--- src/rtl/fifo_uart_tx_if.sv ---
// FIFO read-side handshake between the capture FIFO and its UART drain stage.
// The drain acts as master: it requests reads and snoops the FIFO write strobe.
interface fifo_uart_tx_if #(
  parameter int WIDTH = 16
) ();
  logic             fifo_empty;
  logic             fifo_write_en;
  logic [WIDTH-1:0] fifo_read_data;
  logic             fifo_read_en;

  modport master (
    input  fifo_empty,
    input  fifo_write_en,
    input  fifo_read_data,
    output fifo_read_en
  );

  modport slave (
    output fifo_empty,
    input  fifo_write_en,
    output fifo_read_data,
    input  fifo_read_en
  );
endinterface

--- src/rtl/fifo_uart_tx.sv ---
// Pops WIDTH-bit words from the capture FIFO and sends them MSB byte first as 8N1 UART frames.
// All outputs are registered from the next-state decode, so no input reaches an output combinationally.
module fifo_uart_tx #(
  parameter int WIDTH   = 16,
  parameter int CLK_DIV = 434
) (
  input  logic           clk,
  input  logic           rst,
  fifo_uart_tx_if.master fifo,
  output logic           tx,
  output logic           busy,
  output logic [15:0]    words_sent
);

  localparam int NBYTES = WIDTH / 8;
  localparam int BAUD_W = (CLK_DIV > 1) ? $clog2(CLK_DIV) : 1;
  localparam int BYTE_W = $clog2(NBYTES) + 1;

  typedef enum logic [2:0] {
    S_IDLE, S_FETCH, S_LATCH, S_RELEASE, S_START, S_DATA, S_STOP
  } state_t;

  state_t            r_state;
  state_t            w_state_nxt;
  logic [BAUD_W-1:0] r_baud;
  logic [BAUD_W-1:0] w_baud_nxt;
  logic [2:0]        r_bit;
  logic [2:0]        w_bit_nxt;
  logic [BYTE_W-1:0] r_byte;
  logic [WIDTH-1:0]  r_word;
  logic [15:0]       r_words;
  logic              r_tx;
  logic              r_read_en;
  logic              r_busy;
  logic              w_tx_nxt;
  logic              w_read_en_nxt;
  logic              w_busy_nxt;
  logic              w_baud_done;
  logic              w_last_byte;
  logic              w_byte_next;
  logic              w_word_done;
  logic              w_in_frame;
  logic [7:0]        w_cur_byte;

  assign w_baud_done = (r_baud == BAUD_W'(CLK_DIV - 1));
  assign w_last_byte = (r_byte == BYTE_W'(NBYTES - 1));
  assign w_byte_next = (r_state == S_STOP) && w_baud_done && !w_last_byte;
  assign w_word_done = (r_state == S_STOP) && w_baud_done && w_last_byte;
  assign w_in_frame  = (r_state == S_START) || (r_state == S_DATA) || (r_state == S_STOP);
  assign w_cur_byte  = r_word[WIDTH-1 -: 8];

  always_ff @(posedge clk) begin
    if (rst) r_state <= S_IDLE;
    else     r_state <= w_state_nxt;
  end

  // FETCH and RELEASE wait out FIFO writes, which pre-empt reads and pointer advances.
  always_comb begin
    w_state_nxt = r_state;
    case (r_state)
      S_IDLE:    if (!fifo.fifo_empty)    w_state_nxt = S_FETCH;
      S_FETCH:   if (!fifo.fifo_write_en) w_state_nxt = S_LATCH;
      S_LATCH:                            w_state_nxt = S_RELEASE;
      S_RELEASE: if (!fifo.fifo_write_en) w_state_nxt = S_START;
      S_START:   if (w_baud_done)         w_state_nxt = S_DATA;
      S_DATA:    if (w_baud_done && (r_bit == 3'd7)) w_state_nxt = S_STOP;
      S_STOP:    if (w_baud_done)         w_state_nxt = w_last_byte ? S_IDLE : S_START;
      default:                            w_state_nxt = S_IDLE;
    endcase
  end

  always_comb begin
    w_baud_nxt = '0;
    if (w_in_frame && !w_baud_done) w_baud_nxt = r_baud + BAUD_W'(1);
    w_bit_nxt = 3'd0;
    if (r_state == S_DATA) w_bit_nxt = w_baud_done ? (r_bit + 3'd1) : r_bit;
  end

  always_comb begin
    w_tx_nxt      = 1'b1;
    w_read_en_nxt = 1'b0;
    w_busy_nxt    = 1'b1;
    case (w_state_nxt)
      S_IDLE:           w_busy_nxt    = 1'b0;
      S_FETCH, S_LATCH: w_read_en_nxt = 1'b1;
      S_START:          w_tx_nxt      = 1'b0;
      S_DATA:           w_tx_nxt      = w_cur_byte[w_bit_nxt];
      default: ;
    endcase
  end

  always_ff @(posedge clk) begin
    if (rst) begin
      r_tx      <= 1'b1;
      r_read_en <= 1'b0;
      r_busy    <= 1'b0;
      r_baud    <= '0;
      r_bit     <= '0;
      r_byte    <= '0;
      r_words   <= '0;
    end else begin
      r_tx      <= w_tx_nxt;
      r_read_en <= w_read_en_nxt;
      r_busy    <= w_busy_nxt;
      r_baud    <= w_baud_nxt;
      r_bit     <= w_bit_nxt;
      if (r_state == S_IDLE || w_word_done) r_byte <= '0;
      else if (w_byte_next)                 r_byte <= r_byte + BYTE_W'(1);
      if (w_word_done) r_words <= r_words + 16'd1;
    end
  end

  // Word register: loaded while the FIFO hold presents data, shifted up one byte per frame.
  always_ff @(posedge clk) begin
    if (r_state == S_LATCH) r_word <= fifo.fifo_read_data;
    else if (w_byte_next)   r_word <= r_word << 8;
  end

  assign tx                = r_tx;
  assign busy              = r_busy;
  assign words_sent        = r_words;
  assign fifo.fifo_read_en = r_read_en;

endmodule
--- src/flat_wrapper.sv ---
// flat-port wrapper written by rule: the top's interface ports become plain ports
module fifo_uart_tx_flat 
#(
  parameter int WIDTH   = 16,
  parameter int CLK_DIV = 434
)
  (clk, rst, tx, busy, words_sent, fifo_fifo_empty, fifo_fifo_write_en, fifo_fifo_read_data, fifo_fifo_read_en);
  fifo_uart_tx_if #(.WIDTH(WIDTH)) fifo_i ();
  input  logic clk;
  input  logic rst;
  output logic tx;
  output logic busy;
  output logic [15:0] words_sent;
  input wire logic [$bits(fifo_i.fifo_empty)-1:0] fifo_fifo_empty;
  input wire logic [$bits(fifo_i.fifo_write_en)-1:0] fifo_fifo_write_en;
  input wire logic [$bits(fifo_i.fifo_read_data)-1:0] fifo_fifo_read_data;
  output wire logic [$bits(fifo_i.fifo_read_en)-1:0] fifo_fifo_read_en;
  assign fifo_i.fifo_empty = fifo_fifo_empty;
  assign fifo_i.fifo_write_en = fifo_fifo_write_en;
  assign fifo_i.fifo_read_data = fifo_fifo_read_data;
  assign fifo_fifo_read_en = fifo_i.fifo_read_en;
  fifo_uart_tx #(.WIDTH(WIDTH), .CLK_DIV(CLK_DIV)) u_core (.clk(clk), .rst(rst), .fifo(fifo_i), .tx(tx), .busy(busy), .words_sent(words_sent));
endmodule
--- config.mk ---
export PLATFORM = sky130hd
export DESIGN_NAME = fifo_uart_tx_flat
export DESIGN_NICKNAME = d
export VERILOG_FILES = /design/src/rtl/fifo_uart_tx_if.sv /design/src/rtl/fifo_uart_tx.sv /design/src/flat_wrapper.sv
export SDC_FILE = /design/constraint.sdc
export NUM_CORES = 1
export LEC_CHECK = 0
export ABC_AREA = 1
export CORE_MARGIN = 2
export CORE_UTILIZATION = 45
export CTS_CLUSTER_DIAMETER = 60
export DETAILED_ROUTE_END_ITERATION = 7
export GPL_ROUTABILITY_DRIVEN = 1
export MAX_ROUTING_LAYER = met4
export PLACE_DENSITY = 0.69
export SYNTH_ARGS = -nofsm -noshare
export SYNTH_HDL_FRONTEND = slang
export SYNTH_SLANG_ARGS = --single-unit
--- constraint.sdc ---
create_clock -name clk -period 4.1 [get_ports clk]
set_input_delay 0.41 -clock clk [delete_from_list [all_inputs] [get_ports clk]]
set_output_delay 0.41 -clock clk [all_outputs]
set_load 0.05 [all_outputs]
== Word-level counts from Yosys, hierarchy flattened ==
Cells that the tools add are included.
Storage, ports and cells
  register bits: 52
  logic and storage cells: 61
  output and inout port bits: 19
  input bits: 20
Cells by class
  equal/unequal tests: 13
  reductions and logical operators: 16
  muxes and demuxes: 17
  magnitude comparators: 1
  $add $sub $neg: 4
  bitwise operators: 1
Operators by type and width (number)
  $mux W16: 2
  $mux W3: 9
  $pmux W3 S7: 1
  $eq A3 B3 Y1 const B: 6
  $add A16 B1 Y16 const B: 1
  $add A9 B1 Y9 const B: 1
  $eq A3 B2 Y1 const B: 3
  $eq A9 B9 Y1 const B: 1
  $eq A3 B1 Y1 const B: 2
  $logic_not A3 Y1: 2
  $reduce_or A2 Y1: 3
  $logic_and A1 B1 Y1: 5
  $lt A3 B4 Y1 const B: 1
  $add A3 B1 Y3 const B: 1
  $bmux W1 S3: 1
  $logic_or A1 B1 Y1: 3
  $mux W1: 3
  $add A2 B1 Y2 const B: 1
  $eq A2 B1 Y1 const B: 1
  $logic_not A1 Y1: 2
  $pmux W1 S2: 1
  $reduce_bool A2 Y1: 1
  $not A1 Y1: 1

== Logic depth before layout (Yosys ltp) ==
  depth after elaboration: 7
  mapped depth: 13

== Least setup slack after synthesis ==
Ideal clock, no wire load.
  kind: register -> register
  from: register u_core.r_state[0]
  to: register u_core.r_word[0], enable pin
  setup time: 0.372 ns
  period minus slack after synthesis: 1.956 ns
  slack: 2.144 ns
  data required time: 3.728 ns
  stages on the path, launching flop included: 7
  arrival time: 1.584 ns
  path buffers: 1
  path through: dfxtp_1 > inv_2 > nand2_1 > nor2_2 > clkinv_1 > clkbuf_1 > nand2_1
On the way
  longest elaborated chain between the ends: 4
  elaborated cells between the ends (all ways): 5
  classes of those cells: eq/ne (2); reduce/logical (3)
Ends and longest elaborated chain
  from (decl): RTL line fifo_uart_tx.sv:23  | state_t r_state;
  from (signal assigned): RTL line fifo_uart_tx.sv:54  | else r_state <= w_state_nxt;
  $eq A3 B3 Y1: RTL line fifo_uart_tx.sv:47  | assign w_byte_next = (r_state == S_STOP) && w_baud_done && !w_last_byte;
  $logic_and A1 B1 Y1 (2 in a row): RTL line fifo_uart_tx.sv:47
  $reduce_bool A2 Y1 (no line) (*)
  to (signal assigned): RTL line fifo_uart_tx.sv:115  | if (r_state == S_LATCH) r_word <= fifo.fifo_read_data;
  to (signal assigned): RTL line fifo_uart_tx.sv:116  | else if (w_byte_next) r_word <= r_word << 8;
  to (decl): RTL line fifo_uart_tx.sv:30  | logic [WIDTH-1:0] r_word;
Mark *: on every way between the ends. The rest lies on a longest branch, timed or not.
A chain may end at the register's enable or synchronous reset.

== Final worst setup path ==
  from: register u_core.r_state[0]
  to: register u_core.r_word[8], enable pin
The elaborated chain is that of the path after synthesis.

==> out/results.ini <==
[drt]
via_count = 2157
first_pass_iters = 4
first_iter_violations = 70
wl_per_cell_um = 10.5
drtAntennaViolNets = 0
routed_wl_um = 4720
drc = 0
viasPerCell = 4.81

[placement]
place_hpwl_um = 3660
postPlaceCellArea_um2 = 2980
place_congestion = 0.842
preCtsSetupSlack_ns = 1.69
dp.cells = 440
portBuffers = 38

[clock_network]
cts_tree = yes
cts.clk_slew.worst_paths_ns = 0.09
holdBufCountCts = 0
ctsHtreeMaxLevel = 2
numCtsBuffers = 5
post_cts_buffers = 0
clk_latency_ns = 0.30
clk_path_buf_depth = 2
post_cts_resized = 0
cts_root_buffer = clkbuf_8
clock_sinks = 52

[power_and_ir_drop]
p_seq_share_pct = 55.3
ir_drop_mv = 0.244
p_sw_uw = 231
leakage_nw = 1.29
finalPower_uw = 1000
p_int_uw = 769
power.density_nw_per_um2 = 323
switching_share_pct = 23.1
p_clk_share_pct = 35.1
power_frac_comb_pct = 9.6

[die]
die_w_um = 79
fp.dieArea_um2 = 6240
row_count = 27
coreArea_um2 = 5470
ios = 39
initial_core_util_pct = 46.3
die_h_um = 79

[timing]
fin_crit_ns = 2.32
drv_slew = 0
setup_ws_ns = 1.78
clock_skew_ns = 0.00693
max_freq_mhz = 430
finalSetupViolations = 0
fin_crit_sh_pct = 56.7
hold_violations = 0
holdWs_ns = 0.472
worst_slew_pin_slew_ns = 0.617
slew_headroom_pct = 58.8
rsz0062_at_grt = no
fin_setup_tns_ns = 0

[worst_setup_path]
cp-end-kind = flip-flop
r2r_cells = 5
crit_path_start_kind = flip-flop
worstSetupPathType = reg -> reg
crit_required_ns = 4.04
cp.arrival_ns = 2.27
cp_max_fo = 18

[yosys]
netlist_area_um2 = 2530
synth_top_area_share_pct = 28.5
yosys.area.top_type = dfxtp_1
ys_types = 31
synth.top_cells.by_count = nand2_1, inv_1, nor2_1
synth_flop_cell = dfxtp_1
synth.ff_latch_count = 52
ys_seq_area_share_pct = 47.5
synth_most_common_cell = nand2_1
synthesis.nets = 360
syn_area_per_cell_um2 = 7.58
synth_area_leaders = dfxtp_1, edfxtp_1, nand2_1, inv_1, nor2_1
synthCells = 334
yosys_warnings = 0
synth_edf_count = 16
synth-async-reset-ratio_pct = 0

[hold_path]
worst_hold_path.num_cells = 2
hp-class = reg -> reg

[global_routing]
overflow = 0
grtUsageTotal_pct = 16.6
antenna_found_initial = 0
grt_max_degree = 19
grt_pass1_wl_um = 8130
first_global_vias = 1933

[cells_and_area]
syn_to_final_growth_pct = 22.2
nNetsFinal = 401
num_antenna_cells = 0
design_area_um2 = 3090
fillers = 522
drive_above_1_share_pct = 5.85
post-route-util_pct = 56.5
layoutNonFillerInstCount = 448

[run]
cap_violations = 0

[status]
status = finished, final reports clean

-- worst max-delay path, stage by stage (launching register included) --
cell      delay [ns]
dfxtp_1         0.36
inv_2           0.08
nand2_1         0.09
nor2_2          0.31
clkinv_1        0.48
nand2_1         0.64
-- registers in the layout, indices dropped and copies added (netlist names) --
| name | flops |
|---|---|
| u_core.r_word | 16 |
| u_core.words_sent | 16 |
| u_core.r_baud | 9 |
| u_core.r_bit | 3 |
| u_core.r_state | 3 |
| u_core.r_byte | 2 |
| u_core.busy | 1 |
| u_core.fifo.fifo_read_en | 1 |
| u_core.tx | 1 |
-- area by class of cell --
type | instances | area [um2] | area share (%)
clock buffer | 6 | 72.6 | 2.35
clock inverter | 2 | 38.8 | 1.25
inverter | 64 | 240 | 7.76
multi-input combinational | 214 | 1070 | 34.6
sequential | 52 | 1200 | 38.8
tap | 72 | 90.1 | 2.91
timing repair buffer | 38 | 380 | 12.3
-- power by group through the flow --
| stage | sequential (mW) | clock (mW) | combinational [mW] |
|---|---|---|---|
| 2_1_floorplan | 0.577 | 0 | 0.0460 |
| 3_5_place_dp | 0.565 | 0 | 0.0962 |
| 5_1_grt | 0.555 | 0.381 | 0.108 |
| 6_report | 0.553 | 0.351 | 0.0961 |
| 3_3_place_gp | 0.564 | 0 | 0.0950 |
| 4_1_cts | 0.553 | 0.360 | 0.0968 |
-- cell families (layout without fill, tap and decap cells) --
family / Yosys count / in the layout / synth area share, %
AO/OA/AOI/OAI: 33 / 33 / 7.07
flip-flops: 52 / 52 / 47.5
buffers and inverters: 68 / 110 / 10.2
AND/OR/NAND/NOR: 171 / 171 / 30.9
adder cells (fa/ha/maj): 6 / 6 / 2.97
XOR/XNOR: 4 / 4 / 1.38
-- cell usage in the layout, fill, tap and decap left out, types with 2 or more instances in the layout --
cell type        count
nor3_1              19
o21bai_1             2
nand2_1             68
clkdlybuf4s50_1     38
nor3b_1              3
xnor2_1              3
nor2_2               5
inv_1               60
nand4_1             10
clkbuf_8             5
nand3_1             16
inv_2                3
dfxtp_1             36
o21ai_0             10
a21oi_1             17
nor2_1              40
edfxtp_1            16
nand2_2              4
ha_1                 6
-- final timing paths --
path,from,end,slack [ns]
max,u_core.r_state[0],u_core.r_word[8],1.78
min,u_core.r_byte[0],u_core.r_byte[0],0.47
max reg2reg,u_core.r_state[0],u_core.r_word[8],1.78
min reg2reg,u_core.r_byte[0],u_core.r_byte[0],0.47
-- metal layers --
| metal | vias up | GRT usage, % | wire (um) |
|---|---|---|---|
| li1 | 1146 | - | - |
| met4 | 0 | 3.79 | 46 |
| met2 | 48 | 26.4 | 2190 |
| met3 | 5 | 3.86 | 262 |
| met1 | 958 | 21.7 | 2230 |
| met5 | - | - | 0 |
No activity file was read; power rests on OpenSTA's default activity.
